===== config.mk =====
export PLATFORM = sky130hd
export DESIGN_NAME = mac_sched_flat
export DESIGN_NICKNAME = d
export VERILOG_FILES = /design/src/rtl/mac_sched_if.sv /design/src/rtl/mac_sched.sv /design/src/flat_wrapper.sv
export SDC_FILE = /design/constraint.sdc
export NUM_CORES = 1
export LEC_CHECK = 0
export CAP_MARGIN = 20
export CORE_MARGIN = 1.5
export CORE_UTILIZATION = 29
export DETAILED_ROUTE_END_ITERATION = 16
export PLACE_DENSITY = 0.86
export SETUP_SLACK_MARGIN = 0.02
export SYNTH_ARGS = -nofsm -noshare
export SYNTH_HDL_FRONTEND = slang
export SYNTH_SLANG_ARGS = --single-unit

===== constraint.sdc =====
create_clock -name clk -period 1.71 [get_ports clk]
set_input_delay 0.342 -clock clk [delete_from_list [all_inputs] [get_ports clk]]
set_output_delay 0.342 -clock clk [all_outputs]
set_load 0.02 [all_outputs]

===== src/rtl/mac_sched_if.sv =====
// ---------------------------------------------------------------------------
// mac_sched_if
//   Bus bundle between the MAC sequencer and its environment. It carries the
//   feature-memory read port, the MAC issue/return handshake and the
//   result-memory write port.
//   master : the sequencer (drives read strobe/address, MAC operands, writes)
//   slave  : the environment (feature SRAM, mac, result SRAM)
// Signals
//   feat_rd_en / feat_rd_addr  read strobe and node address to feature SRAM
//   feat_rd_data               {x3,x2,x1,x0}, valid one cycle after feat_rd_en
//   mac_x / mac_in_ready       operands to the mac and their one-cycle strobe
//   mac_ready / mac_out        mac result valid and {out3,out2,out1,out0}
//   res_wr_en / res_wr_addr /
//   res_wr_data                result SRAM write port
// ---------------------------------------------------------------------------
interface mac_sched_if #(
    parameter int MAC_IN_SIZE  = 5,
    parameter int MAC_OUT_SIZE = 13,
    parameter int ADDR_W       = 4
);
    logic                      feat_rd_en;
    logic [ADDR_W-1:0]         feat_rd_addr;
    logic [4*MAC_IN_SIZE-1:0]  feat_rd_data;
    logic [4*MAC_IN_SIZE-1:0]  mac_x;
    logic                      mac_in_ready;
    logic                      mac_ready;
    logic [4*MAC_OUT_SIZE-1:0] mac_out;
    logic                      res_wr_en;
    logic [ADDR_W-1:0]         res_wr_addr;
    logic [4*MAC_OUT_SIZE-1:0] res_wr_data;

    modport master (
        output feat_rd_en, feat_rd_addr, mac_x, mac_in_ready,
               res_wr_en, res_wr_addr, res_wr_data,
        input  feat_rd_data, mac_ready, mac_out
    );

    modport slave (
        input  feat_rd_en, feat_rd_addr, mac_x, mac_in_ready,
               res_wr_en, res_wr_addr, res_wr_data,
        output feat_rd_data, mac_ready, mac_out
    );
endinterface


===== src/rtl/mac_sched.sv =====
// ---------------------------------------------------------------------------
// mac_sched
//   Sequencer for the 4x4 signed MAC stage of the GNN layer. A pass walks node
//   indices 0..N-1: read the node's packed feature vector, capture it into the
//   MAC operand register, strobe the mac for one cycle, then wait for the mac
//   result and write it (optionally ReLU-clamped) to result memory.
// Ports
//   clk, rst_n       clock (rising edge), synchronous active-low reset
//   start            begin a pass (only looked at while idle)
//   abort            drop the current pass, back to idle, no done pulse
//   cfg_num_nodes    node count N, latched when start is accepted
//   busy             high whenever the sequencer is not idle
//   done             one-cycle pulse when a pass completes normally
//   bus (master)     feature read port, mac handshake, result write port
// ---------------------------------------------------------------------------
module mac_sched #(
    parameter int MAC_IN_SIZE  = 5,
    parameter int MAC_OUT_SIZE = 13,
    parameter int ADDR_W       = 4,
    parameter bit RELU_EN      = 1'b1
) (
    input  logic              clk,
    input  logic              rst_n,
    input  logic              start,
    input  logic              abort,
    input  logic [ADDR_W-1:0] cfg_num_nodes,
    output logic              busy,
    output logic              done,
    mac_sched_if.master       bus
);

    typedef enum logic [2:0] {
        S_IDLE,
        S_READ,
        S_CAPT,
        S_MAC,
        S_WB,
        S_DONE
    } state_t;

    state_t                    state_q;
    logic [ADDR_W-1:0]         idx_q;
    logic [ADDR_W-1:0]         count_q;
    logic [4*MAC_IN_SIZE-1:0]  mac_x_q;

    logic [ADDR_W-1:0]         last_idx;
    logic                      wr_fire;
    logic [4*MAC_OUT_SIZE-1:0] res_data_d;

    // count_q is never 0 outside IDLE/DONE, so last_idx cannot underflow
    // where it is used.
    assign last_idx = count_q - 1'b1;
    assign wr_fire  = (state_q == S_WB) && bus.mac_ready;

    // NOTE: sequential state uses non-blocking assignments so every register
    // samples the pre-edge values; blocking here would create ordering races.
    // NOTE: only control and the operand register are reset; the datapath has
    // no storage array, so nothing large needs a reset fan-out.
    always_ff @(posedge clk) begin
        if (!rst_n) begin
            state_q <= S_IDLE;
            idx_q   <= '0;
            count_q <= '0;
            mac_x_q <= '0;
        end else begin
            unique case (state_q)
                S_IDLE: begin
                    // abort wins over start while idle
                    if (start && !abort) begin
                        count_q <= cfg_num_nodes;
                        idx_q   <= '0;
                        state_q <= (cfg_num_nodes != '0) ? S_READ : S_DONE;
                    end
                end
                S_READ: begin
                    state_q <= abort ? S_IDLE : S_CAPT;
                end
                S_CAPT: begin
                    if (abort) begin
                        state_q <= S_IDLE;
                    end else begin
                        mac_x_q <= bus.feat_rd_data;
                        state_q <= S_MAC;
                    end
                end
                S_MAC: begin
                    state_q <= abort ? S_IDLE : S_WB;
                end
                S_WB: begin
                    // A WB cycle that sees mac_ready writes even under abort;
                    // abort only decides where we go next.
                    if (abort) begin
                        state_q <= S_IDLE;
                    end else if (bus.mac_ready) begin
                        if (idx_q == last_idx) begin
                            state_q <= S_DONE;
                        end else begin
                            idx_q   <= idx_q + 1'b1;
                            state_q <= S_READ;
                        end
                    end
                end
                S_DONE: begin
                    state_q <= S_IDLE;
                end
                default: begin
                    state_q <= S_IDLE;
                end
            endcase
        end
    end

    // Per-lane ReLU on the mac result.
    // NOTE: the output is given its default before the loop, so every path
    // through the block assigns it and no latch is inferred.
    always_comb begin
        res_data_d = bus.mac_out;
        if (RELU_EN) begin
            for (int i = 0; i < 4; i++) begin
                if (bus.mac_out[i*MAC_OUT_SIZE + MAC_OUT_SIZE - 1]) begin
                    res_data_d[i*MAC_OUT_SIZE +: MAC_OUT_SIZE] = '0;
                end
            end
        end
    end

    // Strobes decode straight from the state register; addresses and write
    // data are forced to zero whenever their strobe is low.
    assign busy             = (state_q != S_IDLE);
    assign done             = (state_q == S_DONE);
    assign bus.feat_rd_en   = (state_q == S_READ);
    assign bus.feat_rd_addr = (state_q == S_READ) ? idx_q : '0;
    assign bus.mac_x        = mac_x_q;
    assign bus.mac_in_ready = (state_q == S_MAC);
    assign bus.res_wr_en    = wr_fire;
    assign bus.res_wr_addr  = wr_fire ? idx_q : '0;
    assign bus.res_wr_data  = wr_fire ? res_data_d : '0;

endmodule

===== src/flat_wrapper.sv =====
// flat-port wrapper written by rule: the top's interface ports become plain ports
module mac_sched_flat 
#(
    parameter int MAC_IN_SIZE  = 5,
    parameter int MAC_OUT_SIZE = 13,
    parameter int ADDR_W       = 4,
    parameter bit RELU_EN      = 1'b1
)
  (clk, rst_n, start, abort, cfg_num_nodes, busy, done, bus_feat_rd_en, bus_feat_rd_addr, bus_mac_x, bus_mac_in_ready, bus_res_wr_en, bus_res_wr_addr, bus_res_wr_data, bus_feat_rd_data, bus_mac_ready, bus_mac_out);
  mac_sched_if #(.MAC_IN_SIZE(MAC_IN_SIZE), .MAC_OUT_SIZE(MAC_OUT_SIZE), .ADDR_W(ADDR_W)) bus_i ();
  input  logic clk;
  input  logic rst_n;
  input  logic start;
  input  logic abort;
  input  logic [ADDR_W-1:0] cfg_num_nodes;
  output logic busy;
  output logic done;
  output wire logic [$bits(bus_i.feat_rd_en)-1:0] bus_feat_rd_en;
  output wire logic [$bits(bus_i.feat_rd_addr)-1:0] bus_feat_rd_addr;
  output wire logic [$bits(bus_i.mac_x)-1:0] bus_mac_x;
  output wire logic [$bits(bus_i.mac_in_ready)-1:0] bus_mac_in_ready;
  output wire logic [$bits(bus_i.res_wr_en)-1:0] bus_res_wr_en;
  output wire logic [$bits(bus_i.res_wr_addr)-1:0] bus_res_wr_addr;
  output wire logic [$bits(bus_i.res_wr_data)-1:0] bus_res_wr_data;
  input wire logic [$bits(bus_i.feat_rd_data)-1:0] bus_feat_rd_data;
  input wire logic [$bits(bus_i.mac_ready)-1:0] bus_mac_ready;
  input wire logic [$bits(bus_i.mac_out)-1:0] bus_mac_out;
  assign bus_feat_rd_en = bus_i.feat_rd_en;
  assign bus_feat_rd_addr = bus_i.feat_rd_addr;
  assign bus_mac_x = bus_i.mac_x;
  assign bus_mac_in_ready = bus_i.mac_in_ready;
  assign bus_res_wr_en = bus_i.res_wr_en;
  assign bus_res_wr_addr = bus_i.res_wr_addr;
  assign bus_res_wr_data = bus_i.res_wr_data;
  assign bus_i.feat_rd_data = bus_feat_rd_data;
  assign bus_i.mac_ready = bus_mac_ready;
  assign bus_i.mac_out = bus_mac_out;
  mac_sched #(.MAC_IN_SIZE(MAC_IN_SIZE), .MAC_OUT_SIZE(MAC_OUT_SIZE), .ADDR_W(ADDR_W), .RELU_EN(RELU_EN)) u_core (.clk(clk), .rst_n(rst_n), .start(start), .abort(abort), .cfg_num_nodes(cfg_num_nodes), .busy(busy), .done(done), .bus(bus_i));
endmodule

# Word-level counts from Yosys, hierarchy flattened
# Cells that the tools add are included.
dict set report totals {
  regBits 31
  latch_bits 0
  mem_bits_rw 0
  romBits 0
  output_inout_bits 85
  mem_count 0
}
dict set report classes {
  n_addsub 2
  n_mul 0
  div_mod_pow 0
  magnitude_cmp 0
  n_eq_ne 11
  n_shift 0
  muxes 21
  bitwise_logic 1
  n_reduce_logical 11
}
# op count
set ops {}
lappend ops {{$mux 51} 1}
lappend ops {{$mux 12} 4}
lappend ops {{$mux 4} 6}
lappend ops {{$mux 3} 6}
lappend ops {{$pmux 3 s5} 1}
lappend ops {{$pmux 4 s2} 1}
lappend ops {{$eq 3x2->1 const B} 2}
lappend ops {{$eq 3x3->1 const B} 2}
lappend ops {{$ne 2x2->1 const B} 3}
lappend ops {{$reduce_and 2->1} 3}
lappend ops {{$reduce_and 5->1} 1}
lappend ops {{$add 4x1->4 const B} 1}
lappend ops {{$eq 4x4->1} 1}
lappend ops {{$mux 2} 2}
lappend ops {{$reduce_bool 4->1} 1}
lappend ops {{$sub 4x1->4 const B} 1}
lappend ops {{$eq 3x1->1 const B} 1}
lappend ops {{$logic_not 3->1} 1}
lappend ops {{$ne 3x3->1 const B} 1}
lappend ops {{$reduce_bool 3->1} 1}
lappend ops {{$logic_and 1x1->1} 2}
lappend ops {{$ne 2x1->1 const B} 1}
lappend ops {{$reduce_bool 2->1} 1}
lappend ops {{$logic_not 1->1} 1}
lappend ops {{$not 1->1} 1}

# Logic depth before layout (Yosys ltp)
# Gate-level depths: netlist of run 1.
dict set report logic_depth {
  ltp_word 6
  ltp_mapped 7
  ltp_nobuf 7
}

# Least setup slack after synthesis of run 1
# No wires, ideal clock.
dict set report synth_timing {
  kind {flip-flop to output port}
  startpoint {register u_core.state_q[0]}
  endpoint {output port bus_res_wr_data[10]}
  t_arrival_ps 1396
  setup_slack_ps -28
  stages_incl_launch_ff 6
  path_cell_list {dfxtp_1 nor3b_4 nand2_1 nor2_1 clkbuf_1 and2_1}
}
dict set report synth_between {
  elab_chain_len 3
}
# item line_no
set synth_lines {}
lappend synth_lines {{start, declared} mac_sched.sv:41} ;# state_t state_q;
lappend synth_lines {{start signal, assigned} mac_sched.sv:72} ;# state_q <= (cfg_num_nodes != '0) ? S_READ : S_DONE;
lappend synth_lines {{start signal, assigned} mac_sched.sv:76} ;# state_q <= abort ? S_IDLE : S_CAPT;
lappend synth_lines {{start signal, assigned} mac_sched.sv:87} ;# state_q <= abort ? S_IDLE : S_WB;
lappend synth_lines {{$eq 3x3->1} mac_sched.sv:53} ;# assign wr_fire = (state_q == S_WB) && bus.mac_ready;
lappend synth_lines {{$logic_and 1x1->1} mac_sched.sv:53}
lappend synth_lines {{$mux 51} mac_sched.sv:137} ;# assign bus.res_wr_data = wr_fire ? res_data_d : '0;
lappend synth_lines {{end, declared} flat_wrapper.sv:24} ;# output wire logic [$bits(bus_i.res_wr_data)-1:0] bus_res_wr_data;
# No other way between the ends.

# Final worst setup path of run 1
dict set report layout_timing {
  startpoint {register u_core.state_q[0]}
  endpoint {output port bus_res_wr_data[4]}
}
# Same word-level chain as after synthesis.

==> results.yml, run 1 <==
run_status:
  outcome: "finished, violations left"
  violations: "negative setup slack"
cts:
  clock-sinks: 31
  cts_buffers: 5
  worstSkewPairLatency_ps: 280
  clk_pin_slew_ps: 70
  htreeDepth: 2
  cts_tree: "built"
  cts_root_buf: "clkbuf_8"
  clockBufferDepth: 2
  hold_buffers: 0
synthesis:
  yosysWarnings: 0
  yosysSeqAreaShare_pct: 33.1
  synth_edf_count: 0
  synthArstFlopShare_pct: 0
  synth_ff_type: "dfxtp_1"
  synth.distinct_cells: 37
  syn_area_per_cell_um2: 7.98
  synth_cells: 235
  ys_ff_latch: 31
  synth_area_um2: 1880
worst_setup_path:
  crit_chain: "nor3b_4 > nand2_4 > nor2_4 > buf_6 > buf_6 > and2_4 > buf_6"
  rr_worst_depth: 9
  critical_path.max_fanout: 6
  startpoint: "u_core.state_q[0]"
  path_buf_inv: 3
  start_kind: "flip-flop"
  rr_endpoint: "u_core.idx_q[1]"
  crit_top_cell: "buf_6"
  setup.worst_path.class: "flip-flop to output pin"
  r2r_start: "u_core.state_q[0]"
  end_kind: "output pin"
  required_ps: 1370
  cp_slowest_stage_delay_ps: 340
  worstSetupPathDepth: 7
  crit_family: "simple AND/OR/NAND/NOR gates"
  crit_path_top_delay_cell: "dfxtp_2"
  worst-endpoint-arrival_ps: 1570
  r2r_slack_ps: -30
  crit_end: "bus_res_wr_data[4]"
global_route:
  grt_pass1_wl_mm: 11.0
  grt_max_degree: 29
  grt_pass1_vias: 2256
  overflow: 0
  antenna_found_initial: 0
  track_usage_pct: 19.5
timing:
  period_needed_ps: 1910
  period_share_pct: 112
  setup_slack_ps: -197
  setup_violations: 55
  hold_viol: 0
  report.final.slew_viol_count: 0
  fmax_mhz: 524
  finalClockSkew_ps: 8.87
  rsz0062_at_grt: "true"
power_and_ir_drop:
  power_frac_seq_pct: 44.0
  clkPwrFrac_pct: 32.5
  switchingPower_uw: 427
  power_density_nw_per_um2: 412
  p_sw_share_pct: 25.1
  p_comb_share_pct: 23.5
  intPower_mw: 1.27
  ir_drop_v: 0.000430
  p_leak_nw: 1.76
routing:
  wl_met3_um: 503
  dr.pass1.iters: 4
  wl_met1_mm: 2.75
  top_layer: "met4"
  drt-initial-drc-count: 48
  vias: 2326
  post-route-drc-count: 0
  wl_met2_mm: 4.02
  routed_wl_mm: 7.42
  route.antenna.remaining_nets: 0
  post_drt_wl_per_cell_um: 15.0
  via_per_inst: 4.69
flow_run:
  max-cap-violations: 0
floorplanning:
  fp.dieH_um: 83.4
  start_util_pct: 29.7
  die-area_um2: 6960
  fp-row-count: 29
  fp.coreArea_um2: 6310
  dieWidth_um: 83.4
  io_pins: 166
finish:
  fin_util_pct: 65.4
  fillers: 516
  layout_commonest_cell: "clkdlybuf4s50_1"
  final-seq-area_um2: 624
  diodes: 0
  syn_to_final_growth_pct: 120
  mostFrequentLayoutCells: "clkdlybuf4s50_1, buf_6, nand2_1"
  drive_above_1_share_pct: 39.9
  multi_input_area_um2: 1360
  nets: 501
placement:
  place_congestion: 0.731
  hpwl_mm: 5.20
  port_buffers: 161
  place_ws_ps: -646
worst_hold_path:
  hold_class: "flip-flop to flip-flop"
-- cell usage after synthesis (all sizes together), types with 3 or more instances --
master,instances,area (um2)
a21boi,20,150
and2,49,307
and3,8,50.1
buf,8,56.3
clkbuf,10,37.5
dfxtp,31,621
inv,5,18.8
mux2i,6,60.1
nand2,44,165
nand3,3,25.0
nor2,10,37.5
nor2b,6,37.5
nor3,3,15.0
or3,3,18.8
xnor2,4,35.0
xor2,3,26.3
-- worst min path at each step --
stage | start | cells after the start | endpoint | slack, ps
2_1_floorplan | bus_feat_rd_data[11] | 2 | u_core.bus.mac_x[11] | 480
3_3_place_gp | u_core.bus.mac_x[14] | 2 | u_core.bus.mac_x[14] | 440
3_5_place_dp | u_core.bus.mac_x[14] | 2 | u_core.bus.mac_x[14] | 450
4_1_cts | u_core.bus.mac_x[14] | 2 | u_core.bus.mac_x[14] | 460
5_1_grt | u_core.bus.mac_x[0] | 2 | u_core.bus.mac_x[0] | 490
6_report | u_core.bus.mac_x[14] | 2 | u_core.bus.mac_x[14] | 460
-- power by group through the flow --
stage / Combinational, mW / Sequential (mW) / Clock (mW)
2_1_floorplan: 0.116 / 0.768 / 0
3_3_place_gp: 0.358 / 0.762 / 0
3_5_place_dp: 0.364 / 0.762 / 0
4_1_cts: 0.371 / 0.746 / 0.571
5_1_grt: 0.424 / 0.749 / 0.598
6_report: 0.400 / 0.747 / 0.553
-- sequential cells by signal, indices dropped and copies added (netlist names) --
register          count
u_core.bus.mac_x     20
u_core.idx_q          4
u_core.state_q        3
u_core.count_q        4
-- final cells by class --
cell class              instances  share of cell area (%)
flip-flops and latches         31                    15.1
clock buffers                   7                    1.85
repair buffers                191                    47.1
multi-input cells             184                    33.0
inverters                       5                   0.454
well taps                      77                    2.33
clock inverters                 1                   0.121
-- worst reg2reg max path, cell delays in order, from the launching register on --
cell	delay, ps
dfxtp_2	340
nor3b_4	230
buf_4	150
buf_6	110
buf_6	100
nand3_4	80
o31ai_4	230
buf_6	160
mux2i_1	180
nor2_1	50
-- layer usage --
layer,vias up,track usage [%]
met5,-,0
met4,0,5.81
met3,16,6.76
met2,97,36.3
met1,1085,20.6
li1,1128,-
-- per-stage QoR --
stage	setup TNS, ps	instances	power (mW)	hold slack (ps)	area, um2
4_1_cts	-8900	491	1.69	461	3890
5_1_grt	-12460	496	1.77	487	4130
6_report	-7250	496	1.70	456	4130
3_3_place_gp	-31010	480	1.12	439	3750
3_5_place_dp	-35030	480	1.13	452	3750
2_1_floorplan	0	238	0.884	477	1940
-- what timing repair did --
item	CTS	global route
setup buffers	1	4
pin swaps	9	29
resized for setup	305	114
gates cloned	2	1
endpoints found under the setup margin	65	66
-- logic make-up (layout without fill, tap and decap cells) --
family / Yosys count / after routing / synth area share, %
and+or+nand+nor: 134 / 134 / 40.1
AOI/OAI and AO/OA: 31 / 31 / 12.8
DFF: 31 / 31 / 33.1
buffers and inverters: 23 / 204 / 6.00
xor gates and xnor gates: 7 / 7 / 3.27
muxes: 6 / 6 / 3.20
adders and majority gates: 2 / 2 / 1.33
other: 1 / 4 / 0.200
(Power assumes the default switching activity.)
==> inputs of run 2 (changes only) <==
==> constraint.sdc (replaced) <==
create_clock -name clk -period 1.71 [get_ports clk]
set_input_delay 0.2565 -clock clk [delete_from_list [all_inputs] [get_ports clk]]
set_output_delay 0.2565 -clock clk [all_outputs]
set_load 0.02 [all_outputs]
==> results.yml, run 2 (synthesis results as in run 1) <==
run_status:
  outcome: "finished, violations left"
  violations: "negative setup slack"
finish:
  largest_register_ffs: 20
  stdcell_count: 503
  mostFrequentLayoutCells: "clkdlybuf4s50_1, buf_6, nand2_1"
  diodes: 0
  nets: 508
  stdcell_area_um2: 4190
  drive_above_1_share_pct: 39.7
  layout_commonest_cell: "clkdlybuf4s50_1"
  syn_to_final_growth_pct: 123
power_and_ir_drop:
  power_density_nw_per_um2: 452
  clkPwrFrac_pct: 38.6
  p_sw_share_pct: 24.6
  ir_drop_v: 0.000542
  p_leak_nw: 1.83
  intPower_mw: 1.43
  power_frac_seq_pct: 39.5
  p_comb_share_pct: 21.9
  finalPower_mw: 1.90
  switchingPower_uw: 466
placement:
  place_area_um2: 3710
  place_congestion: 0.799
  port_buffers: 161
  hpwl_mm: 5.14
  dp_cells: 482
timing:
  period_share_pct: 108
  report.final.slew_viol_count: 0
  finalClockSkew_ps: 10.0
  rsz0062_at_grt: "true"
  setup_slack_ps: -142
  hold_viol: 0
  fmax_mhz: 540
  period_needed_ps: 1850
  setup_violations: 50
floorplanning:
  fp.dieH_um: 83.4
  die-area_um2: 6960
  io_pins: 166
  start_util_pct: 29.7
  dieWidth_um: 83.4
  fp.coreArea_um2: 6310
  fp-row-count: 29
worst_setup_path:
  setup.worst_path.class: "flip-flop to output pin"
  start_kind: "flip-flop"
  critical_path.max_fanout: 6
  required_ps: 1450
  end_kind: "output pin"
  worst-endpoint-arrival_ps: 1600
global_route:
  grt_use_met1_pct: 23.6
  track_usage_pct: 20.2
  overflow: 0
  use_met2_pct: 37.3
  grt_pass1_wl_mm: 11.4
  busiest_layer: "met2"
  grt_use_met3_pct: 5.07
  grt_max_degree: 29
  grt_pass1_vias: 2206
  antenna_found_initial: 0
cts:
  clk_pin_slew_ps: 80
  cts_tree: "built"
  clockBufferDepth: 2
  cts_buffers: 5
  hold_buffers: 0
  worstSkewPairLatency_ps: 290
  cts_root_buf: "clkbuf_8"
  clock-sinks: 31
  htreeDepth: 2
routing:
  routed_wl_mm: 7.94
  drt-initial-drc-count: 71
  route.antenna.remaining_nets: 0
  post_drt_wl_per_cell_um: 15.8
  vias: 2338
  post-route-drc-count: 0
  via_per_inst: 4.65
  dr.pass1.iters: 5
worst_hold_path:
  hold_class: "flip-flop to flip-flop"
flow_run:
  max-cap-violations: 0
## run 2: cell type report
class	instances	area, um2
clock buffers	5	68.8
clock inverters	3	43.8
fillers	511	2120
inverters	5	18.8
multi-input cells	184	1370
flip-flops and latches	31	627
well taps	77	96.3
repair buffers	198	1960
## run 2: power groups by stage
stage | Clock [mW] | Combinational [mW] | Sequential (mW)
global route | 0.776 | 0.439 | 0.750
global placement | 0 | 0.361 | 0.762
floorplan | 0 | 0.115 | 0.768
detailed placement | 0 | 0.368 | 0.763
finish | 0.732 | 0.415 | 0.749
CTS | 0.744 | 0.392 | 0.749
## run 2: metal layers
| layer | vias up | wire length [um] |
|---|---|---|
| li1 | 1139 | - |
| met4 | 0 | 82 |
| met1 | 1107 | 3090 |
| met5 | - | 0 |
| met3 | 9 | 433 |
| met2 | 83 | 4330 |
## run 2: through the flow
| stage | worst slack [ps] | hold slack, ps | TNS, ps | util [%] |
|---|---|---|---|---|
| 2_1_floorplan | 54.7 | 391 | 0 | - |
| 3_3_place_gp | -399 | 442 | -19540 | 58.8 |
| 3_5_place_dp | -437 | 448 | -22150 | 58.8 |
| 4_1_cts | -160 | 456 | -2730 | 62.6 |
| 5_1_grt | -204 | 480 | -7020 | 66.4 |
| 6_report | -142 | 454 | -4090 | 66.4 |
## run 2: worst max-delay path, stage by stage (launching register included)
cell and delay [ps]:
dfxtp_2 340, nor3b_4 250, nand2_4 120, nor2_4 130, buf_6 140, buf_6 90
and2_4 130, buf_6 110
## run 2: path summary, 6_finish.rpt
check | cells after the start | end | slack, ps | start
max | 7 | bus_res_wr_data[30] | -140 | u_core.state_q[0]
min | 2 | u_core.bus.mac_x[11] | 450 | u_core.bus.mac_x[11]
max reg2reg | 7 | u_core.state_q[2] | -50 | u_core.state_q[2]
min reg2reg | 2 | u_core.bus.mac_x[11] | 450 | u_core.bus.mac_x[11]
## run 2: repair_timing
item / in CTS / in global routing
gates resized for setup: 349 / 68
buffers inserted: 7 / 5
gates cloned: 1 / 1
setup endpoints to repair: 66 / 64
hold endpoints to repair: 0 / 0
pin swaps: 9 / 26
==> inputs of run 3 (changes only) <==
ABC_CLOCK_PERIOD_IN_PS = 1710   (was default)
CTS_BUF_LIST = sky130_fd_sc_hd__clkbuf_16   (was default)
==> results.yml, run 3 (synthesis results as in run 1) <==
run_status:
  outcome: "finished, violations left"
  violations: "negative setup slack"
global_route:
  use_met2_pct: 38.7
  track_usage_pct: 20.5
  grt_use_met1_pct: 23.3
  grt_max_degree: 29
  grt_pass1_wl_mm: 11.6
  antenna_found_initial: 0
  busiest_layer: "met2"
  overflow: 0
  grt_pass1_vias: 2292
  grt_use_met3_pct: 4.87
worst_setup_path:
  critical_path.max_fanout: 5
  cp_slowest_stage_delay_ps: 340
  required_ps: 1450
  start_kind: "flip-flop"
  r2r_start: "u_core.idx_q[0]"
  rr_endpoint: "u_core.idx_q[1]"
  worst-endpoint-arrival_ps: 1600
  crit_path_top_delay_cell: "dfxtp_2"
  end_kind: "output pin"
  crit_top_cell: "buf_6"
  setup.worst_path.class: "flip-flop to output pin"
  crit_chain: "nor3b_4 > nand2_4 > nor2_4 > buf_6 > buf_4 > and2_4 > buf_6"
  r2r_slack_ps: 10
  rr_worst_depth: 6
cts:
  cts_root_buf: "clkbuf_16"
  cts_buffers: 5
  cts_tree: "built"
  hold_buffers: 0
  clockBufferDepth: 2
  worstSkewPairLatency_ps: 270
  htreeDepth: 2
  clock-sinks: 31
  clk_pin_slew_ps: 60
placement:
  place_congestion: 0.799
  place_area_um2: 3710
  port_buffers: 161
  hpwl_mm: 5.14
floorplanning:
  start_util_pct: 29.7
  fp.coreArea_um2: 6310
  dieWidth_um: 83.4
  die-area_um2: 6960
  fp.dieH_um: 83.4
  fp-row-count: 29
  io_pins: 166
power_and_ir_drop:
  intPower_mw: 1.69
  switchingPower_uw: 488
  p_leak_nw: 1.87
  power_frac_seq_pct: 34.5
  p_comb_share_pct: 19.3
  ir_drop_v: 0.000532
  clkPwrFrac_pct: 46.2
  power_density_nw_per_um2: 510
  p_sw_share_pct: 22.4
routing:
  post-route-drc-count: 0
  vias: 2315
  drt-initial-drc-count: 62
  route.antenna.remaining_nets: 0
  via_per_inst: 4.58
  routed_wl_mm: 7.94
  post_drt_wl_per_cell_um: 15.7
  dr.pass1.iters: 4
finish:
  drive_above_1_share_pct: 38.7
  mostFrequentLayoutCells: "clkdlybuf4s50_1, buf_6, nand2_1"
  syn_to_final_growth_pct: 128
  fillers: 506
  nets: 511
  largest_register_ffs: 20
  layout_commonest_cell: "clkdlybuf4s50_1"
  stdcell_area_um2: 4270
  diodes: 0
timing:
  tns_ps: -4440
  setup_violations: 48
  finalClockSkew_ps: 4.21
  period_share_pct: 109
  rsz0062_at_grt: "true"
  setup_slack_ps: -150
  period_needed_ps: 1860
  report.final.slew_viol_count: 0
  hold_viol: 0
  fmax_mhz: 538
worst_hold_path:
  hold_depth: 2
  hold_end: "u_core.bus.mac_x[11]"
  hold_class: "flip-flop to flip-flop"
  min_from: "u_core.bus.mac_x[11]"
flow_run:
  max-cap-violations: 0
-- run 3: how the worst max path moves through the flow --
stage,startpoint,to
floorplan,u_core.count_q[0],u_core.state_q[2]
global placement,bus_mac_ready,bus_res_wr_data[19]
detailed placement,bus_mac_ready,bus_res_wr_data[29]
CTS,u_core.state_q[0],bus_res_wr_data[43]
global route,u_core.state_q[1],bus_res_wr_data[50]
finish,u_core.state_q[1],bus_res_wr_data[50]
-- run 3: per-stage QoR --
stage	hold WS [ps]	util, %	power (mW)	instances	setup WS, ps
after detailed placement	448	58.8	1.13	482	-437
final	451	67.6	2.18	506	-150
after CTS	453	64.8	2.17	500	-166
after floorplan	391	-	0.883	238	54.7
after global placement	442	58.8	1.12	482	-399
after global routing	477	67.6	2.25	506	-218
-- run 3: area by class of cell --
cell class              count  area, um2  area share [%]
clock buffers               5        125            2.93
clock inverters             3       43.8            1.03
inverters                   5       18.8           0.440
multi-input cells         184       1370            32.0
flip-flops and latches     31        626            14.7
well taps                  77       96.3            2.26
repair buffers            201       1990            46.7
-- run 3: power groups by stage --
stage          combinational, mW  clock, mW  sequential (mW)
2_1_floorplan              0.115          0            0.768
3_3_place_gp               0.361          0            0.762
3_5_place_dp               0.368          0            0.763
4_1_cts                    0.391       1.02            0.749
5_1_grt                    0.445       1.05            0.751
6_report                   0.420       1.01            0.751
-- run 3: critical path, delay by kind of cell, from the launching register on --
family	cells	cell delay, ps
buffers and inverters	3	340
flip-flops	1	340
AND/OR/NAND/NOR	4	650
-- run 3: routing by layer --
| metal | up-vias | routed length [um] |
|---|---|---|
| met3 | 12 | 457 |
| met2 | 76 | 4350 |
| met5 | - | 0 |
| li1 | 1145 | - |
| met4 | 0 | 139 |
| met1 | 1082 | 2990 |
-- run 3: timing repair --
| action | CTS | global route |
|---|---|---|
| pin swaps | 14 | 6 |
| setup endpoints to repair | 66 | 61 |
| gates resized for setup | 368 | 39 |
| setup buffers | 8 | 7 |
| hold endpoints to repair | 0 | 0 |
| cloned | 2 | 0 |
